<file path="src/rtl/i2s_pkg.sv">
// Shared I2S definitions: frame geometry, register map, status bit positions
// and the left/right sample pair carried by transmitter and receiver.
package i2s_pkg;

    localparam int SAMPLE_W   = 24;
    localparam int FRAME_BITS = 64;
    localparam int SLOT_BITS  = 32;

    localparam logic [2:0] ADDR_LEFT   = 3'd0;
    localparam logic [2:0] ADDR_RIGHT  = 3'd1;
    localparam logic [2:0] ADDR_STATUS = 3'd2;
    localparam logic [2:0] ADDR_CTRL   = 3'd3;
    localparam logic [2:0] ADDR_CLEAR  = 3'd4;
    localparam logic [2:0] ADDR_MONO   = 3'd5;

    localparam int ST_EMPTY    = 0;
    localparam int ST_FULL     = 1;
    localparam int ST_UNDERRUN = 2;
    localparam int ST_OVERFLOW = 3;
    localparam int ST_FILL_LSB = 8;

    typedef struct packed {
        logic [SAMPLE_W-1:0] left;
        logic [SAMPLE_W-1:0] right;
    } sample_pair_t;

endpackage

</file>
<file path="src/rtl/i2s_tx_fifo.sv">
// Synchronous FIFO of sample pairs. A push while full is dropped even if a pop
// happens in the same cycle; the caller records the overflow.
module i2s_tx_fifo
    import i2s_pkg::*;
#(
    parameter int DEPTH = 8
) (
    input  logic                     clk,
    input  logic                     reset,
    input  logic                     push_i,
    input  sample_pair_t             data_i,
    input  logic                     pop_i,
    output sample_pair_t             data_o,
    output logic                     full_o,
    output logic                     empty_o,
    output logic [$clog2(DEPTH):0]   fill_o
);

    localparam int AW = $clog2(DEPTH);

    sample_pair_t   mem_q [DEPTH];
    logic [AW-1:0]  wr_ptr_q, rd_ptr_q;
    logic [AW:0]    fill_q;
    logic           push_ok, pop_ok;

    assign full_o  = (fill_q == (AW+1)'(DEPTH));
    assign empty_o = (fill_q == '0);
    assign fill_o  = fill_q;
    assign data_o  = mem_q[rd_ptr_q];
    assign push_ok = push_i & ~full_o;
    assign pop_ok  = pop_i & ~empty_o;

    always_ff @(posedge clk) begin
        if (reset) begin
            wr_ptr_q <= '0;
            rd_ptr_q <= '0;
            fill_q   <= '0;
        end else begin
            if (push_ok) wr_ptr_q <= wr_ptr_q + AW'(1);
            if (pop_ok)  rd_ptr_q <= rd_ptr_q + AW'(1);
            if (push_ok && !pop_ok)      fill_q <= fill_q + (AW+1)'(1);
            else if (pop_ok && !push_ok) fill_q <= fill_q - (AW+1)'(1);
        end
    end

    always_ff @(posedge clk) begin
        if (push_ok) mem_q[wr_ptr_q] <= data_i;
    end

endmodule

</file>
<file path="src/rtl/i2s_tx.sv">
// I2S transmitter: Avalon-MM sample FIFO feeding an SCK/WS/SD serializer.
// Build option I2S_TX_MONO_EN adds the address-5 mono push and CTRL[2] readback.
module i2s_tx
    import i2s_pkg::*;
#(
    parameter int CLK_DIV    = 8,
    parameter int FIFO_DEPTH = 8
) (
    input  logic        clk,
    input  logic        reset,
    input  logic        chipselect,
    input  logic        write,
    input  logic        read,
    input  logic [2:0]  address,
    input  logic [31:0] writedata,
    output logic [31:0] readdata,
    output logic        irq,
    output logic        SCK,
    output logic        WS,
    output logic        SD
);

    localparam int FILL_W = $clog2(FIFO_DEPTH) + 1;
    localparam int DIV_W  = (CLK_DIV > 1) ? $clog2(CLK_DIV) : 1;
    localparam logic [FILL_W-1:0] HALF_FILL = FILL_W'(FIFO_DEPTH / 2);
`ifdef I2S_TX_MONO_EN
    localparam logic MONO = 1'b1;
`else
    localparam logic MONO = 1'b0;
`endif

    logic                wr_en, rd_en;
    logic                push, pop, load;
    sample_pair_t        push_data, fifo_data;
    logic                fifo_full, fifo_empty;
    logic [FILL_W-1:0]   fifo_fill;

    logic [SAMPLE_W-1:0] left_stage_q;
    logic                enable_q, irq_en_q, underrun_q, overflow_q, irq_q, irq_d;
    logic [31:0]         readdata_q, readdata_d, status;

    logic [DIV_W-1:0]    div_cnt_q, div_cnt_d;
    logic                sck_q, sck_d, ws_q, ws_d, sd_q, sd_d, first_q, first_d;
    logic [5:0]          bit_cnt_q, bit_cnt_d, bit_nxt;
    logic [4:0]          slot_bit;
    logic [SAMPLE_W-1:0] left_sr_q, left_sr_d, right_sr_q, right_sr_d;
    logic                tick, fall_evt;
    logic                unused_wdata;

    assign wr_en        = chipselect & write;
    assign rd_en        = chipselect & read;
    assign unused_wdata = ^writedata[31:SAMPLE_W];

    always_comb begin
        push           = wr_en && (address == ADDR_RIGHT);
        push_data.left  = left_stage_q;
        push_data.right = writedata[SAMPLE_W-1:0];
`ifdef I2S_TX_MONO_EN
        if (wr_en && address == ADDR_MONO) begin
            push            = 1'b1;
            push_data.left  = writedata[SAMPLE_W-1:0];
            push_data.right = writedata[SAMPLE_W-1:0];
        end
`endif
    end

    i2s_tx_fifo #(.DEPTH(FIFO_DEPTH)) u_fifo (
        .clk     (clk),
        .reset   (reset),
        .push_i  (push),
        .data_i  (push_data),
        .pop_i   (pop),
        .data_o  (fifo_data),
        .full_o  (fifo_full),
        .empty_o (fifo_empty),
        .fill_o  (fifo_fill)
    );

    // The very first falling edge after enable lands on bit 0 instead of advancing.
    assign tick     = (div_cnt_q == DIV_W'(CLK_DIV - 1));
    assign fall_evt = enable_q & tick & sck_q;
    assign bit_nxt  = first_q ? 6'd0 : bit_cnt_q + 6'd1;
    assign slot_bit = bit_nxt[4:0];
    assign pop      = load & ~fifo_empty;

    always_comb begin
        div_cnt_d  = div_cnt_q;
        sck_d      = sck_q;
        ws_d       = ws_q;
        sd_d       = sd_q;
        bit_cnt_d  = bit_cnt_q;
        first_d    = first_q;
        left_sr_d  = left_sr_q;
        right_sr_d = right_sr_q;
        load       = 1'b0;
        if (!enable_q) begin
            div_cnt_d = '0;
            sck_d     = 1'b0;
            ws_d      = 1'b0;
            sd_d      = 1'b0;
            bit_cnt_d = '0;
            first_d   = 1'b1;
        end else begin
            div_cnt_d = tick ? '0 : div_cnt_q + DIV_W'(1);
            if (tick) sck_d = ~sck_q;
            if (fall_evt) begin
                bit_cnt_d = bit_nxt;
                first_d   = 1'b0;
                ws_d      = bit_nxt[5];
                sd_d      = 1'b0;
                if (bit_nxt == 6'd0) begin
                    load       = 1'b1;
                    left_sr_d  = fifo_empty ? '0 : fifo_data.left;
                    right_sr_d = fifo_empty ? '0 : fifo_data.right;
                end else if (slot_bit >= 5'd1 && slot_bit <= 5'(SAMPLE_W)) begin
                    if (!bit_nxt[5]) begin
                        sd_d      = left_sr_q[SAMPLE_W-1];
                        left_sr_d = {left_sr_q[SAMPLE_W-2:0], 1'b0};
                    end else begin
                        sd_d       = right_sr_q[SAMPLE_W-1];
                        right_sr_d = {right_sr_q[SAMPLE_W-2:0], 1'b0};
                    end
                end
            end
        end
    end

    always_comb begin
        status                         = '0;
        status[ST_FILL_LSB +: 8]       = 8'(fifo_fill);
        status[ST_OVERFLOW]            = overflow_q;
        status[ST_UNDERRUN]            = underrun_q;
        status[ST_FULL]                = fifo_full;
        status[ST_EMPTY]               = fifo_empty;
        case (address)
            ADDR_STATUS: readdata_d = status;
            ADDR_CTRL:   readdata_d = {29'b0, MONO, irq_en_q, enable_q};
            default:     readdata_d = '0;
        endcase
        irq_d = irq_en_q & ((fifo_fill <= HALF_FILL) | underrun_q);
    end

    always_ff @(posedge clk) begin
        if (reset) begin
            enable_q   <= 1'b0;
            irq_en_q   <= 1'b0;
            underrun_q <= 1'b0;
            overflow_q <= 1'b0;
            irq_q      <= 1'b0;
            readdata_q <= '0;
            div_cnt_q  <= '0;
            sck_q      <= 1'b0;
            ws_q       <= 1'b0;
            sd_q       <= 1'b0;
            bit_cnt_q  <= '0;
            first_q    <= 1'b1;
        end else begin
            if (wr_en && address == ADDR_CTRL) begin
                enable_q <= writedata[0];
                irq_en_q <= writedata[1];
            end
            // A new event in the same cycle as a clear wins, so no flag is lost.
            if (wr_en && address == ADDR_CLEAR && writedata[0]) underrun_q <= 1'b0;
            if (wr_en && address == ADDR_CLEAR && writedata[1]) overflow_q <= 1'b0;
            if (load && fifo_empty) underrun_q <= 1'b1;
            if (push && fifo_full)  overflow_q <= 1'b1;
            irq_q <= irq_d;
            if (rd_en) readdata_q <= readdata_d;
            div_cnt_q <= div_cnt_d;
            sck_q     <= sck_d;
            ws_q      <= ws_d;
            sd_q      <= sd_d;
            bit_cnt_q <= bit_cnt_d;
            first_q   <= first_d;
        end
    end

    always_ff @(posedge clk) begin
        if (wr_en && address == ADDR_LEFT) left_stage_q <= writedata[SAMPLE_W-1:0];
        left_sr_q  <= left_sr_d;
        right_sr_q <= right_sr_d;
    end

    assign readdata = readdata_q;
    assign irq      = irq_q;
    assign SCK      = sck_q;
    assign WS       = ws_q;
    assign SD       = sd_q;

endmodule

</file>
<file path="config.mk">
export PLATFORM = sky130hd
export DESIGN_NAME = i2s_tx
export DESIGN_NICKNAME = d
export VERILOG_FILES = /design/src/rtl/i2s_pkg.sv /design/src/rtl/i2s_tx_fifo.sv /design/src/rtl/i2s_tx.sv
export SDC_FILE = /design/constraint.sdc
export NUM_CORES = 1
export LEC_CHECK = 0
export ABC_CLOCK_PERIOD_IN_PS = 8080
export BUFFER_PORTS_ARGS = -buffer_cell sky130_fd_sc_hd__buf_2
export CELL_PAD_IN_SITES_DETAIL_PLACEMENT = 1
export CELL_PAD_IN_SITES_GLOBAL_PLACEMENT = 2
export CORE_MARGIN = 10
export CORE_UTILIZATION = 35
export CTS_CLUSTER_SIZE = 40
export DETAILED_ROUTE_END_ITERATION = 10
export PLACE_DENSITY_LB_ADDON = 0.1
export SETUP_SLACK_MARGIN = 0.5
export SLEW_MARGIN = 25
export SYNTH_ARGS = -nofsm -noshare
export SYNTH_HDL_FRONTEND = slang
export SYNTH_SLANG_ARGS = --single-unit
export TNS_END_PERCENT = 20
</file>
<file path="constraint.sdc">
create_clock -name clk -period 8.08 [get_ports clk]
set_clock_uncertainty 0.1 [all_clocks]
set_input_delay 2.424 -clock clk [delete_from_list [all_inputs] [get_ports clk]]
set_output_delay 2.424 -clock clk [all_outputs]
set_load 0.01 [all_outputs]
</file>
# Word level (Yosys, flattened, before mapping)
# Memory sizes are Yosys's and may differ from the RTL's. A register that Yosys moved wholly into a read port is not among the register bits.
# Index checks and enable logic that the tools add are counted.
# classes
order_cmp	3
n_reduce_logical	25
bitwise	13
muxes	26
n_addsub	6
n_eq_ne	7
# ops
op	count
24-bit two-way mux	8
12-bit case mux with 2 select lines	1
1-bit two-way mux	12
1-bit logical AND	11
2-bit nonzero test	5
3-bit by 1-bit adder with 3-bit output (second input constant)	3
1-bit AND	8
4-bit two-way mux	2
4-bit AND reduction	2
6-bit by 1-bit adder with 6-bit output (second input constant)	1
3-bit by 2-bit == test with 1-bit output (second input constant)	2
3-bit == test (second input constant)	2
6-bit zero test	1
3-bit two-way mux	2
6-bit two-way mux	1
5-bit by 1-bit greater-or-equal comparator with 1-bit output (second input constant)	1
5-bit <= comparator (second input constant)	1
4-bit by 1-bit adder with 4-bit output (second input constant)	1
4-bit == test (second input constant)	1
4-bit by 3-bit <= comparator with 1-bit output (second input constant)	1
4-bit zero test	1
1-bit NOT	4
4-bit by 1-bit subtractor with 4-bit output (second input constant)	1
3-bit by 1-bit == test with 1-bit output (second input constant)	1
other kinds (6)	7
# totals
ram_bits	384
input_bits	40
memories	1
word_cells	99
reg_bits	132
out_inout_bits	36
# mem_list
name	words	word_bits	rd	rd_ports_with_merged_regs	wr	line_no	rtl
u_fifo.mem_q	8	48	1	1	1	i2s_tx_fifo.sv:21	sample_pair_t mem_q [DEPTH];

# Longest topological paths before layout
# Gate-level depths: netlist (run 1).
# logic_depth
word_depth	11
depth_mapped	14
ltp_nobuf	14

# Cells and area by module
# A second synthesis (run 1) with hierarchy kept.
# hier_totals
hier_cells	961
hier_area_um2	19924.1
# modules_own_cells
module	area_per_inst_um2	seq_area_each_um2	instances	cells_per_inst
i2s_tx_fifo	15324.7	11791.3	1	628
i2s_tx	4599.4	2662.6	1	333

# Least setup slack after synthesis (run 1)
# OpenSTA, ideal clock, no wires.
# synth_timing
kind	input-to-reg
from	input address[1]
to	memory u_fifo.mem_q[0][0] (netlist bit) (enable)
t_arrival_ns	7.636
cell_stages	3
setup_time_ns	0.573
t_required_ns	7.407
slack_ns	-0.230
path_buffers	0
cell_sequence	nor4bb_1 > nand3_1 > nor4_1
# synth_via
elab_chain_cells	5
# synth_lines
item	line_no	rtl
start, declared	i2s_tx.sv:14	input logic [2:0] address,
3-bit by 1-bit == test with 1-bit output	i2s_tx.sv:55	push = wr_en && (address == ADDR_RIGHT);
1-bit logical AND	i2s_tx.sv:55	
1-bit AND	i2s_tx_fifo.sv:30	assign push_ok = push_i & ~full_o;
1-bit two-way mux	i2s_tx_fifo.sv:47	if (push_ok) mem_q[wr_ptr_q] <= data_i;
1-bit two-way mux (not written as such)	i2s_tx_fifo.sv:47	
end, declared	i2s_tx_fifo.sv:21	
# No other way between the ends.

# Final worst setup path (run 1)
# layout_timing
from	input address[2]
to	memory u_fifo.mem_q[6][0] (netlist bit) (enable)
# layout_via
elab_chain_cells	5
# layout_lines
item	line_no	rtl
3-bit by 1-bit == test with 1-bit output	i2s_tx.sv:55	
1-bit logical AND	i2s_tx.sv:55	
1-bit AND	i2s_tx_fifo.sv:30	
via u_fifo.push_ok	i2s_tx_fifo.sv:24	logic push_ok, pop_ok;
1-bit two-way mux	i2s_tx_fifo.sv:47	
1-bit two-way mux (not written as such)	i2s_tx_fifo.sv:47	
# The timed path passes the listed nets, and every way through them passes these cells.

==> results.txt, run 1 <==
----------------------------------------------------
[Outcome]
  Outcome ... completed

[Floorplanning]
  Core Region ... 0.0539 mm²
  Horiz. Die Dim ... 254 µm
  Starting density of the core ... 35.4%
  I/O pin total ... 76
  Die height ... 254 µm
  Area enclosed by the die boundary ... 0.0644 mm²
  Number of placement rows ... 85

[Routing]
  Remaining DRCs ... 0
  Initial DRC Count ... 441
  Post-detailed-route wirelength per cell ... 23.8 µm
  Count of antenna-violating nets left after detailed routing ... 0
  Per-cell via count in the routed design ... 5.07
  Count of vias placed by the detailed router ... 9042
  Number of iterations in the first detailed-routing pass ... 4
  Final routed wirelength across all metal layers ... 42400 µm

[Global routing]
  GR Util met1 ... 17.7%
  First-pass GRT wire length ... 64900 µm
  Busiest layer in global routing ... met2
  Number of global-route vias before repair ... 9958
  Met2 track utilization from global routing ... 22.5%
  Antenna violations before repair ... 2
  Total Routing Usage GR ... 13.5%
  Routing usage on met3 ... 2.38%
  Overall overflow remaining after global route ... 0
  Largest net degree at the start of global routing ... 54

[Synth]
  Cell types occupying the most area after synthesis ... edfxtp_1 72%, mux4_2 11%, dfxtp_1 4.0%
  Number of enable-type register cells in the synthesized netlist ... 456
  Yosys synthesis warning count ... 0
  Unique masters post-synth ... 47
  Seq/Total Area, Yosys ... 75.6%
  Area share of the largest cell type after synthesis ... 71.6%
  Post-synthesis instance area ... 0.0191 mm²
  Average size of a mapped cell ... 19.5 µm²
  Cell count after synthesis ... 981
  Share of flip-flops with an asynchronous set or reset ... 0%
  Most numerous cell types in the synthesized netlist ... 456 x edfxtp_1, 96 x mux4_2, 63 x nand2_1, 53 x mux2i_1, 47 x o31ai_1
  Most used standard cell by instance count after synthesis ... edfxtp_1
  Post-synth top flop ... edfxtp_1
  Cell taking the most area after synthesis ... edfxtp_1
  Flop and latch count out of synthesis ... 494

[Clocking]
  CTS H-Tree Depth ... 2
  Num CTS Buffers ... 54
  Count of hold buffers inserted by post-cts repair ... 0
  Insertion delay to the later sink of the worst-skew pair ... 0.60 ns
  TritonCTS Sinks ... 494
  Clock slew seen by the registers of the worst setup and hold paths ... 0.06 ns
  Cell at the root of the clock tree ... clkbuf_16
  Number of gates resized after cts ... 0
  TritonCTS clock tree ... yes
  CTS Buffer Depth ... 3
  Number of buffers inserted to repair setup after CTS ... 0

[STA]
  Unrepaired setup endpoints after global routing ... no
  Slew @ Worst Pin ... 0.989 ns
  Final Cycle Share ... 58.8%
  Setup total negative slack ... 0 ns
  Maximum operating frequency ... 211 MHz
  Shortest clock period the worst path allows after layout ... 4.75 ns
  Count of final setup violators ... 0
  Post-route worst hold slack ... 0.332 ns
  Endpoints failing hold ... 0
  Final number of max-transition violations ... 0
  Rel. slew slack ... 34.1%

[Worst setup path]
  Critical path capture point type ... flop
  Req. time, crit path ... 8.25 ns
  Type of element launching the critical path ... input port
  Critical setup path kind ... in -> reg
  CP arrival ... 4.92 ns
  Critical path fanouts, max ... 14

[Power]
  Largest voltage drop on the vdd net ... 0.168 mV
  PD cells ... 243 mW/mm²
  Leakage power figure ... 6.68 nW
  Total chip power ... 5.33 mW

[Final layout]
  Antenna cells ... 0
  Post-route design area ... 0.0219 mm²
  Net count reported at finish ... 1095
  Share of layout cells above drive strength 1 ... 23.7%
  Post-synthesis to final-layout area growth ... 14.7%
  Final standard cell count with taps included and fillers excluded ... 1785

[Place]
  Placer's final routability congestion estimate ... 0.679
  Instance count after placement with tap cells included ... 1686
  Instance area at placement ... 0.0201 mm²
  Count of buffers inserted at the top-level ports ... 43
  Post-DP HPWL ... 21700 µm

[Run]
  Number of violations of the max-capacitance limit ... 0

[Min path]
  Worst Hold Class ... reg -> reg

----------------------------------------------------
layout make-up:
cell class	count	area [µm²]
multi-input cells	426	4390
well taps	696	871
inverters	7	26.3
flip-flops and latches	494	14500
clock buffers	58	1370
repair buffers	63	385
clock inverters	41	410
fillers	5097	32000
registers in the layout, summed over array words and instances, names as in the netlist, named ones only:
register,cells
u_fifo.mem_q,384
left_sr_q,24
left_stage_q,24
right_sr_q,24
readdata,8
bit_cnt_q,5
u_fifo.fill_o,4
div_cnt_q,3
u_fifo.rd_ptr_q,3
u_fifo.wr_ptr_q,3
SCK,1
SD,1
WS,1
enable_q,1
first_q,1
irq,1
irq_en_q,1
overflow_q,1
underrun_q,1
power by group:
| part | leakage (nW) | total (mW) | switching, mW | internal (mW) |
|---|---|---|---|---|
| clock | 0.873 | 2.47 | 1.00 | 1.47 |
| combinational | 1.39 | 0.0656 | 0.0484 | 0.0172 |
| sequential | 4.42 | 2.79 | 0.00669 | 2.78 |
metal layers:
layer	up-vias	wire length, µm
li1	4049	-
met1	4815	19100
met2	112	21000
met3	62	1520
met4	4	819
met5	-	18
stage by stage:
step / setup slack (ns) / util, %
3_5_place_dp: 2.66 / 37.4
2_1_floorplan: 0.904 / -
3_3_place_gp: 2.30 / 37.3
4_1_cts: 3.29 / 40.6
5_1_grt: 3.14 / 40.6
6_report: 3.33 / 40.6
path summary, 6_finish.rpt:
check        cells past startpoint                             to  slack, ns                       from
min                              1        div_cnt_q[0]$_SDFF_PP0_       0.33    div_cnt_q[0]$_SDFF_PP0_
min reg2reg                      1        div_cnt_q[0]$_SDFF_PP0_       0.33    div_cnt_q[0]$_SDFF_PP0_
max                              8   u_fifo.mem_q[6][0]$_DFFE_PP_       3.33                 address[2]
max reg2reg                     15  u_fifo.fill_o[3]$_SDFFE_PP0P_       4.36  bit_cnt_q[0]$_SDFFE_PP0N_
cells by family (layout without fill, tap and decap cells):
family                     count (synthesis)  count (layout)  synth area share, %
and+or+nand+nor                          147             147                 3.64
DFF                                      494             494                 75.6
muxes                                    151             151                 14.3
adders and majority gates                  9               9                0.628
buffers and inverters                     84             169                 2.23
xor gates and xnor gates                   7               7                0.321
AOI/OAI and AO/OA                         88              88                 3.28
other                                      1              24               0.0196
layout by cell type, fill, tap and decap left out, types with 8 or more instances in the layout:
master / count
buf_2: 43
edfxtp_1: 456
bufinv_16: 8
a21oi_1: 16
conb_1: 24
clkinv_2: 11
mux4_2: 96
clkinv_1: 19
mux2i_1: 53
nand2b_1: 8
a22oi_1: 9
o31ai_1: 47
clkbuf_16: 54
buf_4: 19
dfxtp_1: 35
ha_1: 8
nor2_1: 29
nand2_1: 63
critical path, stage by stage:
cell,delay (ns)
buf_2,0.12
nor4bb_1,0.49
nand3_1,0.41
inv_2,0.23
nand2_1,0.23
nor2_4,0.54
buf_16,0.23
buf_4,0.24
No activity file was read; power rests on OpenSTA's default activity.
==> inputs of run 2 (changes only) <==
--- a/config.mk
+++ b/config.mk
@@ -5,7 +5,7 @@
 export SDC_FILE = /design/constraint.sdc
 export NUM_CORES = 1
 export LEC_CHECK = 0
-export ABC_CLOCK_PERIOD_IN_PS = 8080
+export ABC_CLOCK_PERIOD_IN_PS = 3900
 export BUFFER_PORTS_ARGS = -buffer_cell sky130_fd_sc_hd__buf_2
 export CELL_PAD_IN_SITES_DETAIL_PLACEMENT = 1
 export CELL_PAD_IN_SITES_GLOBAL_PLACEMENT = 2
==> constraint.sdc (replaced) <==
create_clock -name clk -period 3.9 [get_ports clk]
set_clock_uncertainty 0.1 [all_clocks]
set_input_delay 1.17 -clock clk [delete_from_list [all_inputs] [get_ports clk]]
set_output_delay 1.17 -clock clk [all_outputs]
set_load 0.01 [all_outputs]
==> results.txt, run 2 (synthesized netlist as in run 1, its figures left out) <==
----------------------------------------------------
[STA]
  Rel. slew slack ... 44.7% (+11 points)
  Endpoints failing hold ... 0 (unchanged)
  Final number of max-transition violations ... 0 (unchanged)
  Final Cycle Share ... 82.2%
  Shortest clock period the worst path allows after layout ... 3.21 ns
  Post-route worst hold slack ... 0.327 ns (-0.00492 ns)
  Setup total negative slack ... 0 ns (unchanged)
  Maximum operating frequency ... 312 MHz
  Unrepaired setup endpoints after global routing ... no
  Slew @ Worst Pin ... 0.829 ns (-0.160 ns)
  Count of final setup violators ... 0 (unchanged)

[Power]
  Cell-internal power ... 8.68 mW (+100%)
  Power share of the clock group ... 45.6% (-0.8 points)
  Largest voltage drop on the vdd net ... 0.437 mV (+160%)
  PD cells ... 493 mW/mm² (+100%)
  Leakage power figure ... 6.71 nW (+0.32%)
  Power dissipated by switching net loads ... 2.20 mW (+110%)
  Sequential fraction of design power ... 53.1% (+0.7 points)
  Combinational share of power ... 1.3% (about the same)
  Switching power share of the total ... 20.2% (+0.44 points)

[Global routing]
  Overall overflow remaining after global route ... 0 (unchanged)
  First-pass GRT wire length ... 64700 µm (-0.23%)
  Antenna violations before repair ... 0 (-2)
  Number of global-route vias before repair ... 10115 (+1.6%)
  Total Routing Usage GR ... 13.4% (-0.072 points)
  Largest net degree at the start of global routing ... 74 (+37%)

[Routing]
  Initial DRC Count ... 472 (+7.0%)
  Count of antenna-violating nets left after detailed routing ... 0 (unchanged)
  Count of vias placed by the detailed router ... 9098 (+0.62%)
  Met2 wire length ... 21200 µm (+1.1%)
  Number of iterations in the first detailed-routing pass ... 7 (+3)
  Per-cell via count in the routed design ... 5.08 (+0.28%)
  Post-detailed-route wirelength per cell ... 23.5 µm (-1.3%)
  Remaining DRCs ... 0 (unchanged)
  Final routed wirelength across all metal layers ... 42000 µm (-0.95%)
  Met1 Routed Length ... 18500 µm (-3.4%)
  Met3 WL ... 1480 µm (-2.2%)
  Uppermost signal routing layer after detailed routing ... met4

[Clocking]
  Number of buffers inserted to repair setup after CTS ... 0 (unchanged)
  CTS Buffer Depth ... 3 (unchanged)
  Cell at the root of the clock tree ... clkbuf_16
  Insertion delay to the later sink of the worst-skew pair ... 0.61 ns (about the same)
  Clock slew seen by the registers of the worst setup and hold paths ... 0.06 ns (about the same)
  CTS H-Tree Depth ... 2 (unchanged)
  TritonCTS Sinks ... 494 (unchanged)
  TritonCTS clock tree ... yes
  Num CTS Buffers ... 54 (unchanged)

[Final layout]
  Combined flip-flop and latch cell area ... 0.0145 mm² (unchanged)
  Combined area of the multi-input logic cells ... 0.00445 mm² (+1.3%)
  Commonest non-fill, non-tap cells in the layout ... 456 x edfxtp_1, 96 x mux4_2, 62 x nand2_1
  Flip-flop count of the largest register, all copies and words added ... 384 (unchanged)
  Top reg by flops ... u_fifo.mem_q
  Share of layout cells above drive strength 1 ... 24.3% (+0.60 points)
  Most common cell after layout, fill and taps aside ... edfxtp_1
  Antenna cells ... 0 (unchanged)
  Net count reported at finish ... 1100 (+0.46%)
  Filler Cells Inserted ... 5104 (+0.14%)
  Post-synthesis to final-layout area growth ... 15.6%

[Floorplanning]
  Die height ... 254 µm (unchanged)
  I/O pin total ... 76 (unchanged)
  Horiz. Die Dim ... 254 µm (unchanged)
  Area enclosed by the die boundary ... 0.0644 mm² (unchanged)
  Starting density of the core ... 35.4% (unchanged)
  Core Region ... 0.0539 mm² (unchanged)
  Number of placement rows ... 85 (unchanged)

[Worst setup path]
  Depth of the worst register-to-register path ... 14 (-1)
  Type of element launching the critical path ... flop
  CP arrival ... 3.63 ns (-1.29 ns)
  Critical path capture point type ... flop
  Req. time, crit path ... 4.33 ns (-3.92 ns)
  Critical path fanouts, max ... 6 (-8)
  Critical setup path kind ... reg -> reg

[Run]
  Number of violations of the max-capacitance limit ... 0 (unchanged)

[Place]
  Count of buffers inserted at the top-level ports ... 43 (unchanged)
  Placer's final routability congestion estimate ... 0.661 (-2.7%)
  Post-DP HPWL ... 21700 µm (+0.31%)

[Min path]
  Worst Hold Class ... reg -> reg
  Depth of the worst hold-timing path ... 1 (unchanged)

[Outcome]
  Outcome ... completed

----------------------------------------------------
[run 2: critical path, cell delays in order (launching register included)]
cell and delay (ns):
dfxtp_1 0.37, ha_1 0.25, nand3_1 0.15, mux2i_4 0.31, o311ai_4 0.15, nor3_2 0.25
inv_1 0.07, ha_1 0.22, inv_1 0.11, ha_1 0.24, a21o_1 0.18, a21oi_1 0.17
xnor2_1 0.09, or3_1 0.32, a21oi_1 0.14
[run 2: cell type report]
type	instances	area share [%]
repair buffers	68	2.50
clock buffers	65	6.30
multi-input cells	426	20.1
inverters	7	0.119
clock inverters	35	1.55
well taps	696	3.94
flip-flops and latches	494	65.5
[run 2: final timing paths]
| check | startpoint | slack [ns] | endpoint |
|---|---|---|---|
| setup / recovery | bit_cnt_q[0]$_SDFFE_PP0N_ | 0.69 | u_fifo.fill_o[3]$_SDFFE_PP0P_ |
| setup reg to reg | bit_cnt_q[0]$_SDFFE_PP0N_ | 0.69 | u_fifo.fill_o[3]$_SDFFE_PP0P_ |
| hold reg to reg | div_cnt_q[0]$_SDFF_PP0_ | 0.33 | div_cnt_q[0]$_SDFF_PP0_ |
| hold / removal | div_cnt_q[0]$_SDFF_PP0_ | 0.33 | div_cnt_q[0]$_SDFF_PP0_ |
[run 2: routing by layer]
metal | up-vias | track usage, %
met5 | - | 0
met1 | 4857 | 17.3
met2 | 125 | 22.8
li1 | 4055 | -
met4 | 0 | 4.24
met3 | 61 | 2.08
[run 2: repair_timing]
item / in CTS / in global routing
endpoints found under the setup margin: 0 / 1
hold buffers: 0 / 0
resized for setup: 0 / 1
[run 2: stage by stage]
step	cells	worst slack [ns]	utilization, %	power, mW	area, µm²
floorplan	1004	0.0128	-	5.97	19300
global placement	1691	0.305	37.8	6.03	20400
detailed placement	1691	0.311	37.8	6.03	20400
CTS	1791	0.597	41.0	11.1	22100
global route	1791	0.515	41.0	11.3	22100
finish	1791	0.695	41.0	10.9	22100
[run 2: power groups by stage]
| stage | Clock (mW) | Combinational (mW) | Sequential, mW |
|---|---|---|---|
| finish | 4.97 | 0.139 | 5.78 |
| global route | 5.36 | 0.157 | 5.78 |
| CTS | 5.14 | 0.142 | 5.78 |
| detailed placement | 0 | 0.141 | 5.89 |
| global placement | 0 | 0.140 | 5.89 |
| floorplan | 0 | 0.0832 | 5.89 |
